===== config.mk =====
export PLATFORM = sky130hd
export DESIGN_NAME = multicycle_alu
export DESIGN_NICKNAME = d
export VERILOG_FILES = /design/src/rtl/multicycle_alu.sv
export SDC_FILE = /design/constraint.sdc
export NUM_CORES = 1
export LEC_CHECK = 0
export CAP_MARGIN = 25
export CORE_AREA = 2 2 140 176
export DETAILED_ROUTE_END_ITERATION = 6
export DIE_AREA = 0 0 142 178
export SLEW_MARGIN = 15
export SYNTH_ARGS = -nofsm -noshare
export SYNTH_HDL_FRONTEND = slang
export SYNTH_SLANG_ARGS = --single-unit

===== constraint.sdc =====
create_clock -name clk -period 8 [get_ports clk]
set_input_delay 2 -clock clk [delete_from_list [all_inputs] [get_ports clk]]
set_output_delay 2 -clock clk [all_outputs]
set_load 0.05 [all_outputs]

===== src/rtl/multicycle_alu.sv =====
// multicycle_alu: handshaked RV32I ALU with iterative RV32M mul/div for the copperv execute stage.
// Define COPPERV_ALU_MULDIV_EN to build ops 10-17; otherwise they report out_err.
module multicycle_alu #(
    parameter int unsigned DATA_WIDTH  = 32,
    parameter int unsigned SHAMT_WIDTH = $clog2(DATA_WIDTH)
) (
    input  logic                  clk,
    input  logic                  rst,
    input  logic                  in_valid,
    output logic                  in_ready,
    input  logic [4:0]            in_op,
    input  logic [DATA_WIDTH-1:0] in_din1,
    input  logic [DATA_WIDTH-1:0] in_din2,
    output logic                  out_valid,
    input  logic                  out_ready,
    output logic [DATA_WIDTH-1:0] out_result,
    output logic [2:0]            out_comp,
    output logic                  out_err
);
    localparam int unsigned W = DATA_WIDTH;

    localparam logic [4:0] OP_ADD    = 5'd0;
    localparam logic [4:0] OP_SUB    = 5'd1;
    localparam logic [4:0] OP_AND    = 5'd2;
    localparam logic [4:0] OP_OR     = 5'd3;
    localparam logic [4:0] OP_XOR    = 5'd4;
    localparam logic [4:0] OP_SLL    = 5'd5;
    localparam logic [4:0] OP_SRL    = 5'd6;
    localparam logic [4:0] OP_SRA    = 5'd7;
    localparam logic [4:0] OP_SLT    = 5'd8;
    localparam logic [4:0] OP_SLTU   = 5'd9;
    localparam logic [4:0] OP_MUL    = 5'd10;
    localparam logic [4:0] OP_MULH   = 5'd11;
    localparam logic [4:0] OP_MULHSU = 5'd12;
    localparam logic [4:0] OP_MULHU  = 5'd13;
    localparam logic [4:0] OP_DIV    = 5'd14;
    localparam logic [4:0] OP_DIVU   = 5'd15;
    localparam logic [4:0] OP_REM    = 5'd16;
    localparam logic [4:0] OP_REMU   = 5'd17;

    typedef enum logic [1:0] {IDLE, BUSY, DONE} state_t;

    state_t                 state;
    logic                   accept;
    logic [SHAMT_WIDTH-1:0] shamt;
    logic [2:0]             comp;
    logic [W-1:0]           fast_result;
    logic                   fast_err;
    logic                   start_multi;

    assign in_ready = !rst && (state == IDLE || (state == DONE && out_ready));
    assign accept   = in_valid && in_ready;
    assign shamt    = in_din2[SHAMT_WIDTH-1:0];
    assign comp     = {in_din1 < in_din2, $signed(in_din1) < $signed(in_din2), in_din1 == in_din2};

`ifdef COPPERV_ALU_MULDIV_EN
    localparam logic [W-1:0] MOST_NEG = {1'b1, {(W-1){1'b0}}};

    logic [W-1:0]           hi_q, lo_q, opb_q;
    logic [4:0]             op_q;
    logic                   neg_res_q, neg_rem_q;
    logic [SHAMT_WIDTH-1:0] cnt_q;
    logic                   s1, s2;
    logic [W-1:0]           mag1, mag2;
    logic [W-1:0]           set_lo, set_opb;
    logic                   set_neg_res, set_neg_rem;
    logic [W:0]             mul_sum, div_tmp;
    logic [W-1:0]           div_diff;
    logic [W-1:0]           hi_nxt, lo_nxt;
    logic [2*W-1:0]         prod, prod_fix;
    logic [W-1:0]           final_result;

    assign s1   = in_din1[W-1];
    assign s2   = in_din2[W-1];
    assign mag1 = s1 ? -in_din1 : in_din1;
    assign mag2 = s2 ? -in_din2 : in_din2;

    // Operand magnitudes and sign fix-up flags latched at accept.
    always_comb begin
        set_lo      = in_din2;
        set_opb     = in_din1;
        set_neg_res = 1'b0;
        set_neg_rem = 1'b0;
        case (in_op)
            OP_MULH: begin
                set_lo      = mag2;
                set_opb     = mag1;
                set_neg_res = s1 ^ s2;
            end
            OP_MULHSU: begin
                set_opb     = mag1;
                set_neg_res = s1;
            end
            OP_DIV: begin
                set_lo      = mag1;
                set_opb     = mag2;
                set_neg_res = s1 ^ s2;
            end
            OP_REM: begin
                set_lo      = mag1;
                set_opb     = mag2;
                set_neg_rem = s1;
            end
            OP_DIVU, OP_REMU: begin
                set_lo  = in_din1;
                set_opb = in_din2;
            end
            default: ;
        endcase
    end

    // One radix-2 step: right-shifting shift-add, or restoring shift-subtract into {rem, quot}.
    always_comb begin
        hi_nxt   = hi_q;
        lo_nxt   = lo_q;
        mul_sum  = {1'b0, hi_q} + (lo_q[0] ? {1'b0, opb_q} : {(W+1){1'b0}});
        div_tmp  = {hi_q, lo_q[W-1]};
        div_diff = div_tmp[W-1:0] - opb_q;
        if (op_q < OP_DIV) begin
            hi_nxt = mul_sum[W:1];
            lo_nxt = {mul_sum[0], lo_q[W-1:1]};
        end else if (div_tmp >= {1'b0, opb_q}) begin
            hi_nxt = div_diff;
            lo_nxt = {lo_q[W-2:0], 1'b1};
        end else begin
            hi_nxt = div_tmp[W-1:0];
            lo_nxt = {lo_q[W-2:0], 1'b0};
        end
    end

    always_comb begin
        prod     = {hi_nxt, lo_nxt};
        prod_fix = neg_res_q ? -prod : prod;
        case (op_q)
            OP_MUL:                       final_result = prod_fix[W-1:0];
            OP_MULH, OP_MULHSU, OP_MULHU: final_result = prod_fix[2*W-1:W];
            OP_DIV, OP_DIVU:              final_result = neg_res_q ? -lo_nxt : lo_nxt;
            default:                      final_result = neg_rem_q ? -hi_nxt : hi_nxt;
        endcase
    end
`endif

    // Single-cycle results, including the div-by-zero and signed-overflow corner cases.
    always_comb begin
        fast_result = '0;
        fast_err    = 1'b0;
        start_multi = 1'b0;
        case (in_op)
            OP_ADD:  fast_result = in_din1 + in_din2;
            OP_SUB:  fast_result = in_din1 - in_din2;
            OP_AND:  fast_result = in_din1 & in_din2;
            OP_OR:   fast_result = in_din1 | in_din2;
            OP_XOR:  fast_result = in_din1 ^ in_din2;
            OP_SLL:  fast_result = in_din1 << shamt;
            OP_SRL:  fast_result = in_din1 >> shamt;
            OP_SRA:  fast_result = $signed(in_din1) >>> shamt;
            OP_SLT:  fast_result = W'(comp[1]);
            OP_SLTU: fast_result = W'(comp[2]);
`ifdef COPPERV_ALU_MULDIV_EN
            OP_MUL, OP_MULH, OP_MULHSU, OP_MULHU: start_multi = 1'b1;
            OP_DIV, OP_DIVU, OP_REM, OP_REMU: begin
                if (in_din2 == '0) begin
                    fast_result = (in_op == OP_DIV || in_op == OP_DIVU) ? {W{1'b1}} : in_din1;
                end else if ((in_op == OP_DIV || in_op == OP_REM) &&
                             in_din1 == MOST_NEG && in_din2 == {W{1'b1}}) begin
                    fast_result = (in_op == OP_DIV) ? in_din1 : '0;
                end else begin
                    start_multi = 1'b1;
                end
            end
`endif
            default: fast_err = 1'b1;
        endcase
    end

    // Control FSM with registered result, flags and valid.
    always_ff @(posedge clk) begin
        if (rst) begin
            state      <= IDLE;
            out_valid  <= 1'b0;
            out_result <= '0;
            out_comp   <= '0;
            out_err    <= 1'b0;
`ifdef COPPERV_ALU_MULDIV_EN
            hi_q      <= '0;
            lo_q      <= '0;
            opb_q     <= '0;
            op_q      <= '0;
            neg_res_q <= 1'b0;
            neg_rem_q <= 1'b0;
            cnt_q     <= '0;
`endif
        end else begin
            case (state)
                IDLE, DONE: begin
                    if (accept) begin
                        out_comp <= comp;
                        out_err  <= fast_err;
`ifdef COPPERV_ALU_MULDIV_EN
                        if (start_multi) begin
                            state     <= BUSY;
                            out_valid <= 1'b0;
                            hi_q      <= '0;
                            lo_q      <= set_lo;
                            opb_q     <= set_opb;
                            op_q      <= in_op;
                            neg_res_q <= set_neg_res;
                            neg_rem_q <= set_neg_rem;
                            cnt_q     <= '0;
                        end else
`endif
                        begin
                            state      <= DONE;
                            out_valid  <= 1'b1;
                            out_result <= fast_result;
                        end
                    end else if (state == DONE && out_ready) begin
                        state     <= IDLE;
                        out_valid <= 1'b0;
                    end
                end
`ifdef COPPERV_ALU_MULDIV_EN
                BUSY: begin
                    hi_q  <= hi_nxt;
                    lo_q  <= lo_nxt;
                    cnt_q <= cnt_q + 1'b1;
                    if (cnt_q == SHAMT_WIDTH'(W - 1)) begin
                        state      <= DONE;
                        out_valid  <= 1'b1;
                        out_result <= final_result;
                    end
                end
`endif
                default: state <= IDLE;
            endcase
        end
    end
endmodule


; Yosys cells after proc, flatten, opt, wreduce, memory -nomap -nowiden
; Cells that the tools add are included.
; Widths: inputs -> output; s select.
[word_totals]
latch_bits = 0
out_inout_bits = 38
regBits = 38
n_memories = 0
mem_bits_ro = 0
ram_bits = 0
[classes]
div_mod_pow = 0
shifts = 3
order_cmp = 2
bitwise = 4
n_reduce_logical = 13
add_sub_neg = 2
mux = 6
eq_ne = 10
n_mul = 0
[ops]
columns = cell, count
row1 = $pmux 32 s10, 1
row2 = $lt 32x32->1, 2
row3 = $add 32x32->32, 1
row4 = $and 32x32->32, 1
row5 = $eq 32x32->1, 1
row6 = $or 32x32->32, 1
row7 = $shl 32x5->32, 1
row8 = $shr 32x5->32, 1
row9 = $sshr 32x5->32, 1
row10 = $sub 32x32->32, 1
row11 = $xor 32x32->32, 1
row12 = $eq 5x3->1 const B, 4
row13 = $eq 5x2->1 const B, 2
row14 = $eq 5x4->1 const B, 2
row15 = $reduce_or 10->1, 1
row16 = $eq 5x1->1 const B, 1
row17 = $logic_not 5->1, 1
row18 = $mux 2, 2
row19 = $reduce_and 2->1, 2
row20 = $reduce_or 2->1, 2
row21 = $logic_and 1x1->1, 3
row22 = $mux 1, 3
row23 = $logic_not 2->1, 1
row24 = $reduce_bool 2->1, 1
row25 = other kinds (3), 3

; Longest topological paths before layout
; Gate-level depths: netlist (run 1).
[depth]
depth_word = 6
depth_mapped = 15

; Worst setup path after synthesis (run 1)
; Ideal clock, no wire load.
[synth_timing]
path_kind = input-to-reg
start = input in_din2[2]
end = register out_result[30]
n_path_buf = 4
required_time_ps = 7909
path_slack_ps = 2885
arrival_time_ps = 5024
stages = 15
cell_sequence = inv_1 -> buf_2 -> buf_2 -> buf_1 -> ha_1 -> buf_2 -> nand2b_1 -> a221oi_1 -> o21bai_1 -> a2111oi_2 -> or2_1 -> a21oi_2 -> o31ai_2 -> a31oi_1 -> a311oi_1
[synth_via]
elab_chain_cells = 2
elab_cells_between_ends = 6
classes_between = 2 x add/sub / 3 x shift / 1 x mux
[synth_rtl]
columns = item, line_no
row1 = start: declaration, 13  ; input logic [DATA_WIDTH-1:0] in_din2,
row2 = "$sub 32x32->32, or another cell as far along", 150  ; OP_SUB: fast_result = in_din1 - in_din2;
row3 = $pmux 32 s10 (*), 148  ; case (in_op)
row4 = end signal: assignment, 215  ; out_result <= fast_result;
row5 = end: declaration, 16  ; output logic [DATA_WIDTH-1:0] out_result,
; Mark *: on every way between the ends. The rest lies on a longest branch, timed or not.
; A chain may end at the register's enable or synchronous reset.

; Final worst setup path (run 1)
[layout_timing]
start = input rst
end = output in_ready
[layout_via]
elab_chain_cells = 2
[layout_rtl]
columns = item, line_no
row1 = start: declaration, 8  ; input logic rst,
row2 = $logic_not 1->1, 51  ; assign in_ready = !rst && (state == IDLE || (state == DONE && out_ready));
row3 = $logic_and 1x1->1, 51
row4 = end: declaration, 10  ; output logic in_ready,
; No other way between the ends.

==> results.yml, run 1 <==
routing:
  routed_via_density: 6.72
  ant_nets: 0
  dr_total_vias: 11779
  drtPass1Iterations: 6
  drt_iter0_drc: 1378
  wl_per_cell_um: 27.0
  drc: 0
  drt-total-wl_um: 47400
global_route:
  gr-total-overflow: 0
  globalRouteMet1Util_pct: 43.8
  grt_max_degree: 81
  antenna_found_initial: 0
  grt_pass1_vias: 11227
  global_route.usage.met2_pct: 60.9
  grt_first_pass_wirelength_um: 70100
  busiest_layer: "met2"
  met3_usage_pct: 5.29
  grt.total_usage_pct: 37.0
worst_hold_path:
  hold_path.class: "reg2reg"
setup_path:
  path_cells: "clkdlybuf4s50_1 -> buf_4 -> nor2_1 -> clkdlybuf4s50_1"
  worst_path_most_repeated_cell: "clkdlybuf4s50_1"
  slowest_stage: "clkdlybuf4s50_1"
  critPathKind: "in2out"
  slowest_delay_ns: 0.85
  worst-endpoint-required_ns: 6.00
  crit_path_start_kind: "input pin"
  crit_fanout: 35
  crit_path_end_kind: "primary output"
  cp.arrival_ns: 3.83
synthesis:
  yosys_register_bits: 37
  synthCells: 1429
  syn_nets: 1603
  syn_avg_cell_area_um2: 7.04
  ys_async_sr_fraction_pct: 0
  synth_cell_types: 85
  yosysTopAreaCellShare_pct: 12.3
  synthTopCellsByArea: "ha_1, mux2i_1, dfxtp_1"
  synth_ff_type: "dfxtp_1"
  synth_edf_count: 0
  ys_warn_count: 0
  yosysMostFrequentCell: "nor2_1"
  yosys-top-cells-count: "nor2_1, a21oi_1, nand2_1"
  netlist_area_um2: 10100
  yosysTopAreaCell: "ha_1"
  yosysSeqAreaShare_pct: 7.37
timing:
  rsz0062_at_grt: "false"
  slew_headroom_pct: 32.7
  fin_skew_ns: 0.00404
  max_freq_ghz: 0.172
  final.min_clock_period_ns: 5.83
  finalSetupTns_ns: 0
  slew_viol_final: 0
  tightest_slew_ns: 1.01
  hold_violations: 0
  finalCritPeriodShare_pct: 72.8
  hold_ws_ns: 0.469
  setup_violations: 0
  worst_slack_ns: 2.17
placement:
  dp_hpwl_um: 36800
  globalplace.congestion: 1.06
  numPortBuffers: 110
  dp.cells: 1745
  dp_slack_ns: 2.17
clocking:
  cts_buffers: 5
  cts_setup_buffers: 0
  clk_latency_ns: 0.30
  clock_sinks: 37
  root_buffer: "clkbuf_16"
  cts_tree: "built"
  htree_levels: 2
  ctsResizeCount: 0
  postCtsHoldBufs: 0
  clkTransAtPathRegs_ns: 0.07
  cts_buffer_depth: 2
pwr:
  finalPower_mw: 1.15
  power_density_nw_per_um2: 101
  p_leak_nw: 4.65
  irDropWorstVdd_uv: 80.4
run:
  cap_violations: 0
cells_and_area:
  antennaDiodeCount: 0
  area_growth_pct: 13.3
  instances_no_fill: 1753
  nets: 1634
  drive_above_1_share_pct: 8.35
floorplan:
  rows: 63
  die_h_um: 178
  io_pins: 111
  core-area_um2: 23600
  fp.dieW_um: 142
  start_util_pct: 42.7
  die_area_um2: 25300
status:
  status: "finished, final reports clean"
-- cell families after synthesis --
kind of cell    after synthesis  synth area share [%]
simple gates                422                  19.2
fa+ha+maj                   101                  12.7
buf+inv                     213                  8.68
xor+xnor                     16                  1.39
flops                        37                  7.37
compound gates              514                  34.5
mux                         126                  16.2
-- sequential cells by signal, summed over array words and instances (netlist names) --
register	cells
out_result	32
out_valid	1
out_err	1
out_comp	3
-- through the flow --
| stage | utilization [%] | area (µm²) |
|---|---|---|
| 5_1_grt | 48.3 | 11400 |
| 3_5_place_dp | 47.6 | 11200 |
| 4_1_cts | 48.3 | 11400 |
| 3_3_place_gp | 47.6 | 11200 |
| 6_report | 48.3 | 11400 |
| 2_1_floorplan | - | 10100 |
-- placed cells by master, fill, tap and decap left out, drive strengths merged, types with 10 or more instances in the layout --
| cell type | synthesis | routed |
|---|---|---|
| nor3 | 29 | 29 |
| a21o | 21 | 21 |
| mux2i | 76 | 76 |
| nor2 | 146 | 146 |
| a31oi | 16 | 16 |
| o211ai | 25 | 25 |
| or2 | 14 | 14 |
| o21ai | 122 | 122 |
| ha | 99 | 99 |
| a22oi | 10 | 10 |
| a21oi | 131 | 131 |
| nor2b | 10 | 10 |
| a221oi | 23 | 23 |
| nand3 | 30 | 30 |
| o21bai | 11 | 11 |
| nand2 | 127 | 127 |
| o21a | 12 | 12 |
| and2 | 12 | 12 |
| inv | 99 | 99 |
| a211oi | 39 | 39 |
| dfxtp | 37 | 37 |
| buf | 47 | 33 |
| mux4 | 27 | 27 |
| nor4 | 12 | 12 |
| clkdlybuf4s50 | 0 | 104 |
| mux2 | 23 | 23 |
| xnor2 | 12 | 12 |
-- final timing paths --
path	depth (start not counted)	from	to	slack (ns)
max	4	rst	in_ready	2.17
max reg2reg	8	out_valid	out_result[7]	4.87
min	2	out_result[29]	out_result[29]	0.47
min reg2reg	2	out_result[29]	out_result[29]	0.47
-- worst max-delay path: cells and delay by family --
| kind | cells | cell delay, ns |
|---|---|---|
| buffers and inverters | 3 | 1.53 |
| AND/OR/NAND/NOR | 1 | 0.28 |
-- cell type report --
class | count | area (µm²)
well taps | 292 | 365
flip-flops and latches | 37 | 741
multi-input cells | 1179 | 8460
inverters | 100 | 375
repair buffers | 137 | 1280
fillers | 2448 | 12200
clock inverters | 2 | 37.5
clock buffers | 6 | 139
-- metal layers --
metal	part of all wire [%]	wire (µm)
met1	38	17800
met2	46	21600
met3	7.7	3660
met4	9.0	4270
met5	0	0
-- power by group --
part	internal, mW	total [mW]	switching [mW]	leakage (nW)
logic	0.253	0.703	0.450	4.27
registers	0.188	0.190	0.00237	0.299
clock network	0.156	0.258	0.102	0.0831
total	0.598	1.15	0.554	4.65
Note: power is estimated with default switching activity, not from simulation.
==> inputs of run 2 (changes only) <==
--- a/config.mk
+++ b/config.mk
@@ -9,6 +9,7 @@
 export CORE_AREA = 2 2 140 176
 export DETAILED_ROUTE_END_ITERATION = 6
 export DIE_AREA = 0 0 142 178
+export PLACE_DENSITY = 0.66
 export SLEW_MARGIN = 15
 export SYNTH_ARGS = -nofsm -noshare
 export SYNTH_HDL_FRONTEND = slang
==> constraint.sdc (replaced) <==
create_clock -name clk -period 4.8 [get_ports clk]
set_input_delay 1.2 -clock clk [delete_from_list [all_inputs] [get_ports clk]]
set_output_delay 1.2 -clock clk [all_outputs]
set_load 0.05 [all_outputs]
==> run 2 against run 1 <==
  * Clock skew up 0.0016 ns
  * Total power increased by 77%
  * Combinational power increased by 78%
  * Non-clock buffer count grew 75
  * Sequential power up 67%
  * Final cell count up 4.3%
==> results.yml, run 2 (same netlist as run 1, synthesis figures left out) <==
status:
  status: "finished, final reports clean"
floorplan:
  rows: 63
  start_util_pct: 42.7
  io_pins: 111
  fp.dieW_um: 142
  core-area_um2: 23600
  die_h_um: 178
  die_area_um2: 25300
worst_hold_path:
  hold_start: "out_result[9]"
  hold_path.class: "reg2reg"
routing:
  dr_total_vias: 12101
  ant_nets: 0
  drtPass1Iterations: 6
  drt-total-wl_um: 51100
  routed_via_density: 6.62
  drc: 0
  wl_per_cell_um: 28.0
  drt_iter0_drc: 1274
setup_path:
  startpoint: "in_din1[1]"
  r2r_start: "out_valid"
  cp.arrival_ns: 4.71
  slowest_delay_ns: 0.57
  worst-endpoint-required_ns: 5.04
  crit_fanout: 7
  path_cells: "clkdlybuf4s50_1 -> buf_4 -> fa_1 -> a211oi_1 -> buf_4 -> o21a_1 -> o211ai_1 -> a21oi_1 -> o21ai_1 -> a21o_1 -> o311ai_0 -> nand3_1 -> a21oi_1"
  crit_path_start_kind: "input pin"
  crit_path_end_kind: "flop"
  critPathKind: "in2reg"
  crit_family: "compound AO/OA/AOI/OAI gates"
  slowest_stage: "clkdlybuf4s50_1"
  path_buf_inv: 3
timing:
  setup_violations: 0
  max_freq_ghz: 0.224
  rsz0062_at_grt: "false"
  tightest_slew_ns: 1.03
  finalCritPeriodShare_pct: 93.1
  final.min_clock_period_ns: 4.47
  hold_violations: 0
  slew_headroom_pct: 31.6
  hold_ws_ns: 0.464
  fin_skew_ns: 0.00561
  slew_viol_final: 0
  finalSetupTns_ns: 0
global_route:
  grt_first_pass_wirelength_um: 75900
  grt_pass1_vias: 11819
  antenna_found_initial: 2
  grt_max_degree: 81
  grt.total_usage_pct: 40.4
  gr-total-overflow: 0
clocking:
  postCtsHoldBufs: 0
  cts_buffer_depth: 2
  cts_setup_buffers: 0
  htree_levels: 2
  cts_buffers: 5
  root_buffer: "clkbuf_16"
  ctsResizeCount: 0
  clk_latency_ns: 0.31
  cts_tree: "built"
  clock_sinks: 37
  clkTransAtPathRegs_ns: 0.07
placement:
  dp_hpwl_um: 40900
  placedInstanceArea_um2: 11800
  globalplace.congestion: 1.05
  numPortBuffers: 110
cells_and_area:
  final_common_cell: "nor2_1"
  final_cell_mix: "nor2_1, a21oi_1, nand2_1, o21ai_0, clkdlybuf4s50_1"
  antennaDiodeCount: 0
  nets: 1709
  n_fill_cell: 2396
  reg_top3: "out_result: 32 flops, out_comp: 3 flops"
  drive_above_1_share_pct: 12.9
  area_growth_pct: 19.5
  regMostFlops: "out_result"
  stdcell_area_um2: 12000
  largest_reg_flops: 32
pwr:
  p_leak_nw: 5.04
  irDropWorstVdd_uv: 118
  power_density_nw_per_um2: 169
run:
  cap_violations: 0
==> run 2: changes by cell type in the layout (fill, tap and decap cells not counted) <==
cell | previous run | this run
bufinv_16 | 1 | 2
clkinv_2 | 0 | 1
clkdlybuf4s50_1 | 104 | 103
buf_4 | 29 | 101
clkbuf_8 | 1 | 0
buf_12 | 0 | 4
clkinvlp_4 | 1 | 0
==> run 2: power by group <==
group / switching (mW) / internal, mW
Clock: 0.166 / 0.298
Sequential: 0.00396 / 0.313
Combinational: 0.783 / 0.472
==> run 2: per-stage QoR <==
step,utilization (%),setup WS [ns],instances,total power [mW]
after floorplan,-,0.485,1429,1.08
after global placement,50.2,0.0876,1820,1.54
after detailed placement,50.2,0.0738,1820,1.54
after CTS,51.0,0.377,1828,2.01
after global routing,51.0,0.0736,1828,2.13
final,51.0,0.330,1828,2.04
==> run 2: layout make-up <==
class	count	area, µm²	area share (%)
multi-input combinational	1179	8460	70.4
timing repair buffer	212	1890	15.7
sequential	37	741	6.16
inverter	100	375	3.12
tap	292	365	3.04
clock buffer	5	125	1.04
clock inverter	3	65.1	0.541
==> run 2: worst register-to-register path, stage by stage, from the launching register on <==
cell      delay (ns)
dfxtp_1         0.31
nor2b_1         0.13
nor2_1          0.35
nand2_2         0.23
buf_4           0.26
a221oi_1        0.63
o21ai_0         0.25
nor3_1          0.55
a211oi_1        0.16
==> run 2: metal layers <==
metal  up-vias  track usage (%)  wire length, µm
li1       5510                -                -
met1      5655             45.9            18500
met2       733             67.4            23800
met3       199             6.55             4070
met4         4             31.7             4820
met5         -                0               25
==> run 2: final timing paths <==
check	endpoint	depth (start not counted)	slack (ns)
hold / removal	out_result[9]	2	0.46
setup / recovery	out_result[28]	13	0.33
hold reg to reg	out_result[9]	2	0.46
setup reg to reg	out_result[7]	8	1.81
==> inputs of run 3 (changes only) <==
--- a/config.mk
+++ b/config.mk
@@ -6,10 +6,13 @@
 export NUM_CORES = 1
 export LEC_CHECK = 0
 export CAP_MARGIN = 25
-export CORE_AREA = 2 2 140 176
+export CELL_PAD_IN_SITES_DETAIL_PLACEMENT = 0
+export CELL_PAD_IN_SITES_GLOBAL_PLACEMENT = 2
+export CORE_AREA = 2 2 167 210
 export DETAILED_ROUTE_END_ITERATION = 6
-export DIE_AREA = 0 0 142 178
-export PLACE_DENSITY = 0.66
+export DIE_AREA = 0 0 169 212
+export GPL_ROUTABILITY_DRIVEN = 1
+export PLACE_DENSITY_LB_ADDON = 0.1
 export SLEW_MARGIN = 15
 export SYNTH_ARGS = -nofsm -noshare
 export SYNTH_HDL_FRONTEND = slang
==> constraint.sdc (replaced) <==
create_clock -name clk -period 4.8 [get_ports clk]
set_input_delay 0.96 -clock clk [delete_from_list [all_inputs] [get_ports clk]]
set_output_delay 0.96 -clock clk [all_outputs]
set_load 0.05 [all_outputs]
==> run 3 against run 2 <==
  * Routed wire length rose by 11%
  * Clock skew rose by 0.013 ns
  * Global-route usage fell by 9.4 points
  * Total power fell by 5.2%
  * Final cell count rose by 6.9%
  * Clock-buffer cell count rose by 3
  * Via count fell by 0.48%
  * Setup slack improved by 0.093 ns
  * Largest power group unchanged
==> results.yml, run 3 (same netlist as run 1, synthesis figures left out) <==
status:
  status: "finished, final reports clean"
setup_path:
  slowest_stage: "clkdlybuf4s50_1"
  crit_path_end_kind: "flop"
  crit_fanout: 5
  startpoint: "in_din1[0]"
  cp.arrival_ns: 4.60
  r2r_start: "out_valid"
  crit_path_start_kind: "input pin"
  r2r.worst_path.cells: 8
  path_cells: "clkdlybuf4s50_1 -> inv_1 -> ha_1 -> inv_1 -> fa_1 -> nand2b_1 -> a221oi_1 -> o21bai_1 -> buf_4 -> a2111oi_2 -> or2_1 -> a21oi_2 -> o31ai_2 -> a31oi_1 -> a311oi_1"
  rrSetupSlack_ns: 1.96
  worst_path_most_repeated_cell: "inv_1"
  slowest_delay_ns: 0.57
  critPathKind: "in2reg"
  endpoint: "out_result[30]"
  r2r-end: "out_result[14]"
  worst-endpoint-required_ns: 5.02
floorplan:
  fp.dieW_um: 169
  core-area_um2: 34000
  die_h_um: 212
  start_util_pct: 29.5
  io_pins: 111
  die_area_um2: 35800
  rows: 76
placement:
  dp_slack_ns: 0.154
  placedInstanceArea_um2: 11900
  dp.cells: 1946
  globalplace.congestion: 0.932
  dp_hpwl_um: 43800
  numPortBuffers: 110
cells_and_area:
  nets: 1698
  stdcell_area_um2: 12000
  ff_latch_area_um2: 741
  area_growth_pct: 19.5
  regMostFlops: "out_result"
  final_common_cell: "nor2_1"
  final_cell_mix: "nor2_1, a21oi_1, nand2_1, o21ai_0, clkdlybuf4s50_1"
  largest_reg_flops: 32
  reg_top3: "out_result: 32 flops, out_comp: 3 flops"
  n_fill_cell: 3758
  antennaDiodeCount: 0
  multiInputGateArea_um2: 8460
  drive_above_1_share_pct: 12.1
  instances_no_fill: 1954
routing:
  drt-total-wl_um: 56600
  dr_total_vias: 12043
  routed_via_density: 6.16
  drt_iter0_drc: 1324
  wl_per_cell_um: 29.0
  drtPass1Iterations: 5
  ant_nets: 0
  drc: 0
timing:
  finalSetupTns_ns: 0
  slew_headroom_pct: 25.7
  fin_skew_ns: 0.0190
  slew_viol_final: 0
  setup_violations: 0
  rsz0062_at_grt: "false"
  hold_violations: 0
  final.min_clock_period_ns: 4.38
  tightest_slew_ns: 1.11
  worst_slack_ns: 0.422
  max_freq_ghz: 0.228
  finalCritPeriodShare_pct: 91.2
global_route:
  global_route.usage.met2_pct: 51.1
  grt_first_pass_wirelength_um: 81200
  met3_usage_pct: 3.39
  grt_max_degree: 78
  busiest_layer: "met2"
  grt.total_usage_pct: 31.0
  gr-total-overflow: 0
  antenna_found_initial: 1
  grt_pass1_vias: 11545
  globalRouteMet1Util_pct: 41.3
clocking:
  clock_sinks: 37
  cts_tree: "built"
  htree_levels: 2
  clkTransAtPathRegs_ns: 0.06
  root_buffer: "clkbuf_16"
  cts_buffers: 5
  cts_buffer_depth: 2
  ctsResizeCount: 0
  cts_setup_buffers: 0
  clk_latency_ns: 0.32
  postCtsHoldBufs: 0
pwr:
  irDropWorstVdd_uv: 113
  power_density_nw_per_um2: 161
  p_leak_nw: 4.95
worst_hold_path:
  hold_path.class: "reg2reg"
  hold_path_depth: 2
run:
  cap_violations: 0
## run 3: changes by cell type in the layout (fill, tap and decap cells not counted)
cell | previous run | this run
buf_4 | 101 | 93
buf_12 | 4 | 1
clkbuf_1 | 0 | 3
bufinv_16 | 2 | 0
clkinv_2 | 1 | 0
nor4bb_1 | 1 | 0
nor4bb_2 | 0 | 1
## run 3: where the power goes
part	total, mW	internal [mW]	leakage [nW]	switching [mW]
clock network	0.365	0.195	0.0652	0.170
logic	1.25	0.457	4.58	0.790
registers	0.318	0.314	0.299	0.00465
## run 3: worst min path at each step
| stage | start | endpoint | slack, ns |
|---|---|---|---|
| after CTS | out_result[10] | out_result[10] | 0.48 |
| after global placement | out_result[10] | out_result[10] | 0.45 |
| after detailed placement | out_result[10] | out_result[10] | 0.45 |
| after floorplan | out_result[10] | out_result[10] | 0.67 |
| final | out_result[10] | out_result[10] | 0.47 |
| after global routing | out_result[16] | out_result[16] | 0.50 |
## run 3: layout make-up
type                    instances  area share (%)
multi-input cells            1179            70.4
flip-flops and latches         37            6.16
clock buffers                   8            1.13
well taps                     429            4.47
repair buffers                201            14.7
inverters                     100            3.12
## run 3: per-layer routing
layer  share of wire (%)  vias to the layer above
li1                    -                     5483
met1                  43                     5983
met2                  46                      485
met3                 6.2                       90
met4                 4.4                        2
met5               0.023                        -
## run 3: critical path: cells and delay by family
family | cells | cell delay [ns]
and+or+nand+nor | 2 | 0.32
buffers and inverters | 4 | 0.93
adders and majority gates | 2 | 0.43
AOI/OAI and AO/OA | 7 | 1.94
## run 3: through the flow
| stage | utilization, % | power (mW) | hold WS [ns] |
|---|---|---|---|
| after detailed placement | 34.9 | 1.55 | 0.454 |
| after CTS | 35.3 | 1.92 | 0.480 |
| after global placement | 34.9 | 1.55 | 0.449 |
| after global routing | 35.3 | 2.03 | 0.495 |
| after floorplan | - | 1.08 | 0.673 |
| final | 35.3 | 1.93 | 0.471 |
